### src/rtl/mem_port_arbiter_pkg.sv
// -----------------------------------------------------------------------------
// mem_port_arbiter_pkg
// Shared pipeline package for the memory-port arbiter slice. Holds the
// arbiter state encoding, the default MEM burst limit before fetch is forced
// through, and a helper that sizes the starvation counter.
// -----------------------------------------------------------------------------
package mem_port_arbiter_pkg;

  // Arbiter states: IDLE between accesses, otherwise one grant is in flight
  typedef enum logic [1:0] {
    IDLE      = 2'd0,
    GRANT_IF  = 2'd1,
    GRANT_MEM = 2'd2
  } arbState_e;

  localparam int MAX_MEM_BURST_DEFAULT = 4;

  // Bits needed to hold a count from 0 up to and including maxBurst
  function automatic int starveCntWidth(input int maxBurst);
    return (maxBurst < 1) ? 1 : $clog2(maxBurst + 1);
  endfunction

endpackage

### src/rtl/mem_port_arbiter_if.sv
// -----------------------------------------------------------------------------
// mem_port_arbiter_if
// Bundles the three buses around the arbiter:
//   IF_*  : instruction-fetch requester (Req/Addr in, Valid/Data/Stall out)
//   MEM_* : data-stage requester (Req/Write/Addr/WData in, Valid/Data/Stall out)
//   Mem_* : single-port memory (Req/Write/Addr/WData out, RData/Ready in)
// Modport slave is the arbiter's view; modport master is the environment's
// view (pipeline stages plus memory) and drives what the arbiter samples.
// -----------------------------------------------------------------------------
interface mem_port_arbiter_if;

  logic        IF_Req;
  logic [31:0] IF_Addr;
  logic        IF_Valid;
  logic [31:0] IF_Data;
  logic        IF_Stall;

  logic        MEM_Req;
  logic        MEM_Write;
  logic [31:0] MEM_Addr;
  logic [31:0] MEM_WData;
  logic        MEM_Valid;
  logic [31:0] MEM_Data;
  logic        MEM_Stall;

  logic        Mem_Req;
  logic        Mem_Write;
  logic [31:0] Mem_Addr;
  logic [31:0] Mem_WData;
  logic [31:0] Mem_RData;
  logic        Mem_Ready;

  modport slave (
    input  IF_Req, IF_Addr,
    input  MEM_Req, MEM_Write, MEM_Addr, MEM_WData,
    input  Mem_RData, Mem_Ready,
    output IF_Valid, IF_Data, IF_Stall,
    output MEM_Valid, MEM_Data, MEM_Stall,
    output Mem_Req, Mem_Write, Mem_Addr, Mem_WData
  );

  modport master (
    output IF_Req, IF_Addr,
    output MEM_Req, MEM_Write, MEM_Addr, MEM_WData,
    output Mem_RData, Mem_Ready,
    input  IF_Valid, IF_Data, IF_Stall,
    input  MEM_Valid, MEM_Data, MEM_Stall,
    input  Mem_Req, Mem_Write, Mem_Addr, Mem_WData
  );

endinterface

### src/rtl/mem_port_arbiter_starve_counter.sv
// -----------------------------------------------------------------------------
// arb_starve_counter
// Counts consecutive MEM grants taken while fetch was waiting. Saturates at
// MAX_COUNT so the arbiter can compare against the limit without wrapping.
// Ports:
//   clk_i, rst_i : clock, asynchronous active-high reset
//   incr_i       : count one more starved grant (saturating)
//   clear_i      : restart from zero (wins over incr_i)
//   count_o      : current count
// -----------------------------------------------------------------------------
module arb_starve_counter
  import mem_port_arbiter_pkg::*;
#(
  parameter int MAX_COUNT = MAX_MEM_BURST_DEFAULT,
  parameter int CNT_W     = starveCntWidth(MAX_COUNT)
) (
  input  logic             clk_i,
  input  logic             rst_i,
  input  logic             incr_i,
  input  logic             clear_i,
  output logic [CNT_W-1:0] count_o
);

  localparam logic [CNT_W-1:0] MaxCnt = CNT_W'(MAX_COUNT);

  logic [CNT_W-1:0] count_q;
  logic [CNT_W-1:0] count_d;

  // Next count: clear has priority, increment stops at the limit
  always_comb begin
    count_d = count_q;
    if (clear_i) begin
      count_d = '0;
    end else if (incr_i && (count_q != MaxCnt)) begin
      count_d = count_q + CNT_W'(1);
    end
  end

  // Count register, cleared immediately by reset
  always_ff @(posedge clk_i or posedge rst_i) begin
    if (rst_i) begin
      count_q <= '0;
    end else begin
      count_q <= count_d;
    end
  end

  assign count_o = count_q;

endmodule

### src/rtl/mem_port_arbiter.sv
// -----------------------------------------------------------------------------
// mem_port_arbiter
// Shares one single-port memory between instruction fetch (IF) and the data
// stage (MEM). MEM normally wins a tie, but once MAX_MEM_BURST MEM grants have
// been taken while fetch waited, fetch gets the next grant. The winner's
// address, write data and write flag are latched at grant time and drive the
// memory until Mem_Ready completes the access; every access is followed by one
// IDLE cycle.
// Ports:
//   clk_i, rst_i : clock, asynchronous active-high reset
//   bus          : mem_port_arbiter_if.slave (IF_*, MEM_* and Mem_* buses)
// -----------------------------------------------------------------------------
module mem_port_arbiter
  import mem_port_arbiter_pkg::*;
#(
  parameter int MAX_MEM_BURST = MAX_MEM_BURST_DEFAULT
) (
  input  logic               clk_i,
  input  logic               rst_i,
  mem_port_arbiter_if.slave  bus
);

  localparam int               CNT_W      = starveCntWidth(MAX_MEM_BURST);
  localparam logic [CNT_W-1:0] BurstLimit = CNT_W'(MAX_MEM_BURST);

  arbState_e        state_q, state_d;
  logic [31:0]      addr_q, addr_d;
  logic [31:0]      wdata_q, wdata_d;
  logic             write_q, write_d;
  logic [CNT_W-1:0] starveCnt;
  logic             grantIf, grantMem;
  logic             ifValid, memValid;

  // Next-state and grant decision. Ties go to MEM unless fetch has been
  // starved for the full burst. Mem_Ready seen in IDLE is ignored because
  // only the grant states look at it. The write flag drops when an access
  // completes so Mem_Write never lingers into IDLE.
  always_comb begin
    state_d  = state_q;
    addr_d   = addr_q;
    wdata_d  = wdata_q;
    write_d  = write_q;
    grantIf  = 1'b0;
    grantMem = 1'b0;
    unique case (state_q)
      IDLE: begin
        if (bus.IF_Req && (!bus.MEM_Req || (starveCnt == BurstLimit))) begin
          grantIf = 1'b1;
          state_d = GRANT_IF;
          addr_d  = bus.IF_Addr;
          wdata_d = '0;
          write_d = 1'b0;
        end else if (bus.MEM_Req) begin
          grantMem = 1'b1;
          state_d  = GRANT_MEM;
          addr_d   = bus.MEM_Addr;
          wdata_d  = bus.MEM_WData;
          write_d  = bus.MEM_Write;
        end
      end
      GRANT_IF, GRANT_MEM: begin
        if (bus.Mem_Ready) begin
          state_d = IDLE;
          write_d = 1'b0;
        end
      end
      default: begin
        state_d = IDLE;
      end
    endcase
  end

  // State and access latches. Reset abandons any access in flight at once,
  // which also drops Mem_Req without waiting for a clock edge.
  always_ff @(posedge clk_i or posedge rst_i) begin
    if (rst_i) begin
      state_q <= IDLE;
      addr_q  <= '0;
      wdata_q <= '0;
      write_q <= 1'b0;
    end else begin
      state_q <= state_d;
      addr_q  <= addr_d;
      wdata_q <= wdata_d;
      write_q <= write_d;
    end
  end

  // Starvation tracking: a MEM grant while fetch waits adds one, any other
  // grant restarts the count
  arb_starve_counter #(
    .MAX_COUNT (MAX_MEM_BURST),
    .CNT_W     (CNT_W)
  ) u_starve (
    .clk_i   (clk_i),
    .rst_i   (rst_i),
    .incr_i  (grantMem && bus.IF_Req),
    .clear_i (grantIf || (grantMem && !bus.IF_Req)),
    .count_o (starveCnt)
  );

  // Completion pulses are combinational so Valid lands in the same cycle
  // that Mem_Ready arrives
  assign ifValid  = (state_q == GRANT_IF)  && bus.Mem_Ready;
  assign memValid = (state_q == GRANT_MEM) && bus.Mem_Ready;

  assign bus.Mem_Req   = (state_q != IDLE);
  assign bus.Mem_Write = write_q;
  assign bus.Mem_Addr  = addr_q;
  assign bus.Mem_WData = wdata_q;

  assign bus.IF_Valid  = ifValid;
  assign bus.IF_Data   = bus.Mem_RData;
  assign bus.IF_Stall  = bus.IF_Req && !ifValid;

  assign bus.MEM_Valid = memValid;
  assign bus.MEM_Data  = bus.Mem_RData;
  assign bus.MEM_Stall = bus.MEM_Req && !memValid;

endmodule

### src/flat_wrapper.sv
// flat-port wrapper written by rule: the top's interface ports become plain ports
module mem_port_arbiter_flat import mem_port_arbiter_pkg::*;
#(
  parameter int MAX_MEM_BURST = MAX_MEM_BURST_DEFAULT
)
  (clk_i, rst_i, bus_IF_Req, bus_IF_Addr, bus_MEM_Req, bus_MEM_Write, bus_MEM_Addr, bus_MEM_WData, bus_Mem_RData, bus_Mem_Ready, bus_IF_Valid, bus_IF_Data, bus_IF_Stall, bus_MEM_Valid, bus_MEM_Data, bus_MEM_Stall, bus_Mem_Req, bus_Mem_Write, bus_Mem_Addr, bus_Mem_WData);
  mem_port_arbiter_if bus_i ();
  input  logic clk_i;
  input  logic rst_i;
  input wire logic [$bits(bus_i.IF_Req)-1:0] bus_IF_Req;
  input wire logic [$bits(bus_i.IF_Addr)-1:0] bus_IF_Addr;
  input wire logic [$bits(bus_i.MEM_Req)-1:0] bus_MEM_Req;
  input wire logic [$bits(bus_i.MEM_Write)-1:0] bus_MEM_Write;
  input wire logic [$bits(bus_i.MEM_Addr)-1:0] bus_MEM_Addr;
  input wire logic [$bits(bus_i.MEM_WData)-1:0] bus_MEM_WData;
  input wire logic [$bits(bus_i.Mem_RData)-1:0] bus_Mem_RData;
  input wire logic [$bits(bus_i.Mem_Ready)-1:0] bus_Mem_Ready;
  output wire logic [$bits(bus_i.IF_Valid)-1:0] bus_IF_Valid;
  output wire logic [$bits(bus_i.IF_Data)-1:0] bus_IF_Data;
  output wire logic [$bits(bus_i.IF_Stall)-1:0] bus_IF_Stall;
  output wire logic [$bits(bus_i.MEM_Valid)-1:0] bus_MEM_Valid;
  output wire logic [$bits(bus_i.MEM_Data)-1:0] bus_MEM_Data;
  output wire logic [$bits(bus_i.MEM_Stall)-1:0] bus_MEM_Stall;
  output wire logic [$bits(bus_i.Mem_Req)-1:0] bus_Mem_Req;
  output wire logic [$bits(bus_i.Mem_Write)-1:0] bus_Mem_Write;
  output wire logic [$bits(bus_i.Mem_Addr)-1:0] bus_Mem_Addr;
  output wire logic [$bits(bus_i.Mem_WData)-1:0] bus_Mem_WData;
  assign bus_i.IF_Req = bus_IF_Req;
  assign bus_i.IF_Addr = bus_IF_Addr;
  assign bus_i.MEM_Req = bus_MEM_Req;
  assign bus_i.MEM_Write = bus_MEM_Write;
  assign bus_i.MEM_Addr = bus_MEM_Addr;
  assign bus_i.MEM_WData = bus_MEM_WData;
  assign bus_i.Mem_RData = bus_Mem_RData;
  assign bus_i.Mem_Ready = bus_Mem_Ready;
  assign bus_IF_Valid = bus_i.IF_Valid;
  assign bus_IF_Data = bus_i.IF_Data;
  assign bus_IF_Stall = bus_i.IF_Stall;
  assign bus_MEM_Valid = bus_i.MEM_Valid;
  assign bus_MEM_Data = bus_i.MEM_Data;
  assign bus_MEM_Stall = bus_i.MEM_Stall;
  assign bus_Mem_Req = bus_i.Mem_Req;
  assign bus_Mem_Write = bus_i.Mem_Write;
  assign bus_Mem_Addr = bus_i.Mem_Addr;
  assign bus_Mem_WData = bus_i.Mem_WData;
  mem_port_arbiter #(.MAX_MEM_BURST(MAX_MEM_BURST)) u_core (.clk_i(clk_i), .rst_i(rst_i), .bus(bus_i));
endmodule
### config.mk
export PLATFORM = sky130hd
export DESIGN_NAME = mem_port_arbiter_flat
export DESIGN_NICKNAME = d
export VERILOG_FILES = /design/src/rtl/mem_port_arbiter_pkg.sv /design/src/rtl/mem_port_arbiter_if.sv /design/src/rtl/mem_port_arbiter_starve_counter.sv /design/src/rtl/mem_port_arbiter.sv /design/src/flat_wrapper.sv
export SDC_FILE = /design/constraint.sdc
export NUM_CORES = 1
export LEC_CHECK = 0
export CAP_MARGIN = 25
export CELL_PAD_IN_SITES_DETAIL_PLACEMENT = 0
export CELL_PAD_IN_SITES_GLOBAL_PLACEMENT = 1
export CORE_UTILIZATION = 26
export DETAILED_ROUTE_END_ITERATION = 12
export HOLD_SLACK_MARGIN = 0.15
export PLACE_DENSITY = 0.88
export SYNTH_ARGS = -nofsm -noshare
export SYNTH_HDL_FRONTEND = slang
export SYNTH_SLANG_ARGS = --single-unit
### constraint.sdc
create_clock -name clk_i -period 4.9 [get_ports clk_i]
set_clock_uncertainty 0.05 [all_clocks]
set_input_delay 0.98 -clock clk_i [delete_from_list [all_inputs] [get_ports clk_i]]
set_output_delay 0.98 -clock clk_i [all_outputs]
set_load 0.005 [all_outputs]
==> flow_summary.yaml, run 1 <==
routing:
  viasPerCell: 4.59
  routedWlPerCell_um: 16.5
  postRouteWirelength_um: 9410
  drc: 0
  num_vias: 2627
  ant_nets: 0
  drtIter0Drc: 91
  dr.pass1.iters: 4
synthesis:
  postSynthAreaPerCell_um2: 11.8
  ys_types: 28
  synth_simple_gate_area_frac: 0.0860
  netlist_area_um2: 3420
  netlist_instances: 291
  synthXorXnorAreaFrac: 0
  synth_fa_ha_area_frac: 0.0219
  synth_top_family_by_area: "compound AO/OA/AOI/OAI gates"
  synthMuxAreaShare: 0
  synth_compound_area_frac: 0.202
  synth-seq-cells: 70
  ys_seq_area_frac: 0.512
  yosys_warnings: 0
  synth_nets: 431
hold_path:
  holdPathEnd: "u_core.bus.Mem_WData[3]"
  hold_start: "u_core.bus.Mem_WData[3]"
  hold_class: "reg -> reg"
  hold_depth: 1
setup_path:
  cp-end-kind: "output port"
  r2r_end: "u_core.bus.Mem_Addr[2]"
  critPathArrivalTime_ns: 2.38
  worstSetupPathType: "in -> out"
  r2r-start: "u_core.state_q[0]"
  crit_path_max_fanout: 8
  start_kind: "input port"
  required_ns: 3.87
  ff2ff_path_depth: 6
  r2r_slack_ns: 2.40
floorplanning:
  dieArea_um2: 13600
  fp.dieW_um: 117
  initial_core_util: 0.269
  fp.dieH_um: 117
  rows: 41
  core_area_um2: 12700
  io_pins: 268
clock_network:
  clk_path_buf_depth: 2
  cts_made_buffers: 9
  cts_resized: 0
  htreeDepth: 3
  clock_latency_ns: 0.33
  cts_tree: "built"
  clk_pin_slew_ns: 0.05
  root_buffer: "clkbuf_16"
  hold_buffers: 0
  cts.sinks: 70
  postCtsSetupBuffers: 0
sta:
  rsz0062_at_grt: "no"
  setup_viol_count_final: 0
  slew_headroom: 0.394
  holdWs_ns: 0.452
  finalSetupTns_ns: 0
  fmax_mhz: 293
  hold_violations: 0
  drv_slew: 0
  min_period_ns: 3.41
  tightest_slew_ns: 0.908
  timing.final.crit_share: 0.696
placed_design:
  port-buffer-count: 171
  dp_hpwl_um: 6980
  placed_cells: 556
  gp_congestion: 0.725
power:
  p_total_mw: 3.24
  p_sw_frac: 0.283
  internal-power_mw: 2.32
  power.share.combinational: 0.427
  power.density_nw_per_um2: 622
  power.switching_mw: 0.917
  vdd_drop_max_mv: 0.197
  seqPwrFrac: 0.313
  clkPwrFrac: 0.260
  cellLeakagePower_nw: 2.18
grt:
  gr-total-overflow: 0
  grt_max_degree: 44
  grt_use_total: 0.135
  grt_pass1_wl_um: 13600
  antenna_found_initial: 0
  grt_pass1_vias: 2591
finish:
  instances_no_fill: 572
  syn2layout_area_growth_pct: 52.3
  drive_above_1_share: 0.0575
  final_common_cell: "clkdlybuf4s50_1"
  multiInputGateArea_um2: 1090
  fin_nets: 535
  nFillCells: 1229
  num_antenna_cells: 0
  final_cell_mix: "clkdlybuf4s50_1, dfrtp_1, a22o_1, a221o_1, and2_1"
  regArea_um2: 1750
job:
  max_cap_violations: 0
outcome:
  status: "finished clean"
synthesized netlist by cell type:
library cell	n	area [um^2]
a221o_1	32	320
a22o_1	32	280
o22ai_1	1	6.26
nor3b_1	1	7.51
o31ai_1	1	7.51
and2_0	7	43.8
or4b_1	1	10.0
a21oi_2	1	8.76
o21ai_1	1	5.00
clkbuf_1	3	11.3
inv_1	7	26.3
nand2_1	6	22.5
a31oi_1	1	6.26
o21ai_0	3	15.0
o21a_1	1	7.51
ha_1	6	75.1
nand2b_1	2	12.5
buf_6	2	22.5
nor2b_1	3	18.8
buf_2	12	60.1
nor2_1	1	3.75
a32o_1	1	10.0
buf_4	65	488
a21boi_0	1	7.51
o2bb2ai_1	2	17.5
nand4_1	1	6.26
dfrtp_1	70	1750
and2_1	27	169
worst max-delay path, cell delays in order:
cell,delay (ns)
clkdlybuf4s50_1,0.70
nor2b_1,0.20
clkdlybuf4s50_1,0.51
through the flow:
stage / utilization / area, um^2 / setup WS [ns]
after floorplan: - / 3420 / 2.10
after global placement: 0.379 / 4820 / 1.53
after detailed placement: 0.379 / 4820 / 1.48
after CTS: 0.409 / 5210 / 1.48
after global routing: 0.409 / 5210 / 1.44
final: 0.409 / 5210 / 1.49
sequential cells by signal, indices dropped and copies added, names as in the netlist:
register	flops
u_core.bus.Mem_Addr	32
u_core.bus.Mem_WData	32
u_core.bus.Mem_Write	1
u_core.state_q	2
u_core.u_starve.count_o	3
cell families (layout without fill, tap and decap cells):
kind of cell | count (synthesis) | in the layout
and+or+nand+nor | 49 | 49
AOI/OAI and AO/OA | 77 | 77
buffers and inverters | 89 | 198
adders and majority gates | 6 | 6
DFF | 70 | 70
routing by layer:
layer,up-vias,routed length (um),track usage
met2,145,4490,0.226
met3,25,1010,0.0472
met5,-,0,0
met4,0,284,0.0810
li1,1198,-,-
met1,1259,3630,0.147
power by group through the flow:
stage	combinational (mW)	clock, mW	sequential (mW)
detailed placement	1.40	0	1.02
global route	1.52	0.889	1.05
CTS	1.41	0.866	1.02
finish	1.38	0.843	1.01
floorplan	0.637	0	1.03
global placement	1.37	0	1.01
how the worst max path moves through the flow:
stage / startpoint / to / slack, ns / cells past startpoint
final: bus_IF_Req / bus_IF_Stall / 1.49 / 3
after global routing: bus_IF_Req / bus_IF_Stall / 1.44 / 3
after CTS: bus_IF_Req / bus_IF_Stall / 1.48 / 3
after detailed placement: bus_IF_Req / bus_IF_Stall / 1.48 / 3
after global placement: bus_IF_Req / bus_IF_Stall / 1.53 / 3
after floorplan: rst_i / u_core.bus.Mem_Addr[0] / 2.10 / 1
area by class of cell:
cell class,instances,share of cell area
clock buffer,10,0.0440
clock inverter,6,0.0303
tap,172,0.0413
multi-input combinational,132,0.209
inverter,7,0.00504
sequential,70,0.336
timing repair buffer,175,0.334
No activity file was read; power rests on OpenSTA's default activity.
==> run 2, diff against run 1 <==
- CORE_UTILIZATION: 26 -> 24
- PLACE_DENSITY: 0.88 -> 0.82
- clock period: 4.9 -> 3.4 ns (I/O delays scaled with it)
==> run 2 against run 1 <==
  * Design area shrank 1.2%
  * Via count grew 0.15%
  * Clock power grew 2%
  * Sequential power grew 46%
  * Final cell count grew 1.4%
  * First-iteration DRC count shrank 7.7%
  * Critical endpoint unchanged
  * Largest cell class is now buffers
  * Highest routed layer unchanged
==> flow_summary.yaml, run 2 (same netlist as run 1, synthesis figures left out) <==
sta:
  holdWs_ns: 0.453
  drv_slew: 0
  fmax_mhz: 358
  tightest_slew_ns: 0.713
  setup_viol_count_final: 0
  timing.final.crit_share: 0.822
  rsz0062_at_grt: "no"
  slew_headroom: 0.523
  hold_violations: 0
  setup_ws_ns: 0.606
  min_period_ns: 2.79
  finalSetupTns_ns: 0
clock_network:
  cts_made_buffers: 9
  postCtsSetupBuffers: 0
  clk_pin_slew_ns: 0.05
  cts.sinks: 70
  root_buffer: "clkbuf_16"
  clock_latency_ns: 0.32
  cts_resized: 0
  hold_buffers: 0
  cts_tree: "built"
  clk_path_buf_depth: 2
  htreeDepth: 3
floorplanning:
  dieArea_um2: 14700
  core_area_um2: 13900
  io_pins: 268
  fp.dieW_um: 121
  rows: 43
  fp.dieH_um: 121
  initial_core_util: 0.246
grt:
  grt_pass1_vias: 2792
  grt_max_degree: 39
  antenna_found_initial: 0
  grt_use_total: 0.121
  gr-total-overflow: 0
  grt_pass1_wl_um: 13600
hold_path:
  hold_start: "u_core.bus.Mem_WData[20]"
  hold_class: "reg -> reg"
  holdPathEnd: "u_core.bus.Mem_WData[20]"
  hold_depth: 1
finish:
  syn2layout_area_growth_pct: 50.5
  nFillCells: 1357
  final_cell_mix: "clkdlybuf4s50_1, dfrtp_1, a22o_1, a221o_1, and2_1"
  drive_above_1_share: 0.0575
  fin_nets: 537
  num_antenna_cells: 0
  final_common_cell: "clkdlybuf4s50_1"
setup_path:
  ff2ff_path_depth: 6
  crit_chain: "clkdlybuf4s50_1 > nor2b_1 > clkdlybuf4s50_1"
  crit_path_max_fanout: 8
  crit_top_cell: "clkdlybuf4s50_1"
  path_buf_inv: 2
  r2r_slack_ns: 1.43
  worstSetupPathType: "in -> out"
  r2r-start: "u_core.state_q[0]"
  required_ns: 2.67
  cp_slowest_cell: "clkdlybuf4s50_1"
  start_kind: "input port"
  critPathArrivalTime_ns: 2.06
  cpPeakStageDelay_ns: 0.70
  r2r_end: "u_core.bus.Mem_Addr[6]"
  cp-end-kind: "output port"
  critPathTopFamily: "buffers and inverters"
routing:
  ant_nets: 0
  routedWlPerCell_um: 15.3
  postRouteWirelength_um: 8850
  drc: 0
  num_vias: 2631
  drtIter0Drc: 84
  viasPerCell: 4.54
  dr.pass1.iters: 7
power:
  power.density_nw_per_um2: 842
  vdd_drop_max_mv: 0.274
  cellLeakagePower_nw: 2.15
placed_design:
  gp_congestion: 0.720
  dp_hpwl_um: 6390
  port-buffer-count: 171
  place_ws_ns: 0.609
job:
  max_cap_violations: 0
outcome:
  status: "finished clean"
-- run 2: cell types whose count changed in the layout (fill, tap and decap cells not counted), sizes merged --
cell	previous run	this run
clkinvlp	1	0
buf	4	6
clkinv	0	1
bufinv	5	0
clkbuf	10	13
-- run 2: worst max-delay path by stage --
stage | from | to | slack [ns] | cells past startpoint
final | bus_IF_Req | bus_IF_Stall | 0.61 | 3
after global routing | bus_IF_Req | bus_IF_Stall | 0.53 | 3
after CTS | bus_IF_Req | bus_IF_Stall | 0.60 | 3
after detailed placement | bus_IF_Req | bus_IF_Stall | 0.61 | 3
after global placement | bus_IF_Req | bus_IF_Stall | 0.62 | 3
after floorplan | rst_i | u_core.bus.Mem_Addr[0] | 0.90 | 1
-- run 2: power breakdown --
group / internal [mW] / switching [mW] / total (mW) / leakage, nW
clock network: 0.544 / 0.314 / 0.858 / 0.138
registers: 1.24 / 0.227 / 1.47 / 0.881
logic: 1.27 / 0.733 / 2.00 / 1.13
-- run 2: through the flow --
stage / cell area (um^2) / total power [mW] / utilization / std cells
floorplan: 3420 / 2.40 / - / 291
global route: 5150 / 4.64 / 0.371 / 580
detailed placement: 4870 / 3.50 / 0.351 / 566
global placement: 4870 / 3.47 / 0.351 / 566
finish: 5150 / 4.33 / 0.371 / 580
CTS: 5150 / 4.41 / 0.371 / 580
-- run 2: worst register-to-register path: cells and delay by family (launching register included) --
kind | cells | cell delay (ns)
AO/OA/AOI/OAI | 2 | 0.53
buffers and inverters | 2 | 0.36
AND/OR/NAND/NOR | 1 | 0.18
adder cells (fa/ha/maj) | 1 | 0.34
flip-flops | 1 | 0.39
-- run 2: per-layer routing --
layer / track usage / wire length, um / vias up
met4: 0.0548 / 215 / 0
li1: - / - / 1195
met1: 0.135 / 3510 / 1248
met2: 0.201 / 4200 / 162
met3: 0.0470 / 916 / 26
met5: 0 / 0 / -
-- run 2: cell type report --
class | instances | area [um^2] | share of cell area
Clock buffer | 13 | 270 | 0.0525
Clock inverter | 1 | 5.00 | 0.000972
Inverter | 7 | 26.3 | 0.00510
Multi-Input combinational cell | 132 | 1090 | 0.211
Sequential cell | 70 | 1750 | 0.340
Tap cell | 180 | 225 | 0.0438
Timing Repair Buffer | 177 | 1780 | 0.346
==> run 3, diff against run 2 <==
- CORE_UTILIZATION: 24 -> 21
- PLACE_DENSITY: 0.82 -> 0.76
- clock period: 3.4 -> 2.39 ns (I/O delays scaled with it)
==> run 3 against run 2 <==
  * Design area rose by 2.5%
  * Flip-flop and latch count did not move
  * Die area rose by 14%
  * Global-route usage fell by 1.2 points
  * Via count fell by 0.95%
  * Non-clock buffer count rose by 3
  * Sequential share of layout area fell by 0.82 points
  * Total power rose by 48%
  * Count of clock-buffer cells in the layout fell by 4
  * First-iteration DRC count fell by 14%
  * Sequential power rose by 42%
  * Clock power rose by 68%
==> flow_summary.yaml, run 3 (same netlist as run 1, synthesis figures left out) <==
finish:
  final_common_cell: "clkdlybuf4s50_1"
  final_util: 0.332
  final_area_um2: 5280
  final_cell_mix: "clkdlybuf4s50_1, dfrtp_1, a22o_1, a221o_1, and2_1"
  fin_nets: 540
  syn2layout_area_growth_pct: 54.2
  instances_no_fill: 621
  drive_above_1_share: 0.0741
  num_antenna_cells: 0
  nFillCells: 1614
clock_network:
  clk_path_buf_depth: 2
  cts.sinks: 70
  cts_made_buffers: 9
  clk_pin_slew_ns: 0.06
  root_buffer: "clkbuf_16"
  hold_buffers: 0
  clock_latency_ns: 0.33
  cts_tree: "built"
  htreeDepth: 3
sta:
  drv_slew: 0
  holdWs_ns: 0.452
  slew_headroom: 0.637
  min_period_ns: 2.30
  tightest_slew_ns: 0.544
  setup_viol_count_final: 0
  finalSetupTns_ns: 0
  timing.final.crit_share: 0.962
  hold_violations: 0
  fmax_mhz: 435
  setup_ws_ns: 0.0914
  rsz0062_at_grt: "no"
placed_design:
  placed_cells: 604
  place_ws_ns: 0.0652
  place_area_um2: 4940
  gp_congestion: 0.658
  port-buffer-count: 171
  dp_hpwl_um: 6370
job:
  max_cap_violations: 0
routing:
  wl_met3_um: 813
  ant_nets: 0
  dr.pass1.iters: 4
  drc: 0
  postRouteWirelength_um: 9140
  drtIter0Drc: 72
  wl_met2_um: 4160
  viasPerCell: 4.20
  m1WireLength_um: 3820
  num_vias: 2606
  routedWlPerCell_um: 14.7
  dr.max_layer_used: "met4"
setup_path:
  worstSetupPathType: "reg -> out"
  required_ns: 1.86
  critPathTopFamily: "buffers and inverters"
  start_kind: "flip-flop"
  cpPeakStageDelay_ns: 0.50
  cp-end-kind: "output port"
  path_buf_inv: 2
  critPathArrivalTime_ns: 1.77
  crit_path_max_fanout: 3
  cp_slowest_cell: "clkdlybuf4s50_1"
  r2r_slack_ns: 0.64
  crit_chain: "inv_1 > ha_1 > and2_1 > nor2b_1 > clkdlybuf4s50_1"
power:
  power.density_nw_per_um2: 1220
  p_total_mw: 6.43
  cellLeakagePower_nw: 2.19
  vdd_drop_max_mv: 0.421
floorplanning:
  initial_core_util: 0.215
  io_pins: 268
  rows: 46
  fp.dieH_um: 130
  core_area_um2: 15900
  dieArea_um2: 16800
  fp.dieW_um: 130
grt:
  grt_pass1_vias: 2676
  gr-total-overflow: 0
  grt_pass1_wl_um: 13600
  antenna_found_initial: 0
  grt_max_degree: 68
  grt_use_total: 0.109
outcome:
  status: "finished clean"
hold_path:
  hold_class: "reg -> reg"
[run 3: cell count changes in the layout (fill, tap and decap cells not counted), sizes merged, moves of 2 or more]
cell | previous run | this run
buf | 6 | 9
clkinvlp | 0 | 2
bufinv | 0 | 2
clkbuf | 13 | 9
[run 3: routing by layer]
layer  global-route usage  vias to the layer above
met5                    0                        -
met2                0.175                      128
met1                0.122                     1242
met4               0.0807                        0
met3               0.0326                       33
li1                     -                     1203
[run 3: what timing repair did]
item | 4_1_cts | 5_1_grt
resized for setup | 0 | 2
setup endpoints to repair | 0 | 2
setup buffers | 0 | 1
[run 3: worst register-to-register path, cell delays in order (launching register included)]
cell     delay, ns
dfrtp_1       0.40
inv_1         0.12
ha_2          0.29
nand2_1       0.12
a31oi_4       0.17
buf_12        0.29
a221o_1       0.25
[run 3: worst paths after layout]
kind | startpoint | to | cells past startpoint
hold reg to reg | u_core.bus.Mem_WData[4] | u_core.bus.Mem_WData[4] | 1
max in group asynchronous | rst_i | u_core.u_starve.count_o[1] | 3
setup / recovery | u_core.state_q[0] | bus_MEM_Stall | 5
setup reg to reg | u_core.state_q[0] | u_core.bus.Mem_Addr[31] | 6
min in group asynchronous | rst_i | u_core.bus.Mem_Addr[6] | 3
hold / removal | u_core.bus.Mem_WData[4] | u_core.bus.Mem_WData[4] | 1
[run 3: final cells by class]
cell class,instances,area (um^2),area share
Clock buffer,9,225,0.0427
Clock inverter,7,97.6,0.0185
Inverter,7,26.3,0.00498
Multi-Input combinational cell,132,1100,0.208
Sequential cell,70,1750,0.332
Tap cell,216,270,0.0512
Timing Repair Buffer,180,1810,0.343
[run 3: power by group]
part / total (mW) / internal [mW] / switching [mW]
sequential: 2.09 / 1.77 / 0.322
combinational: 2.90 / 1.83 / 1.07
clock: 1.44 / 0.916 / 0.527
total: 6.43 / 4.52 / 1.92
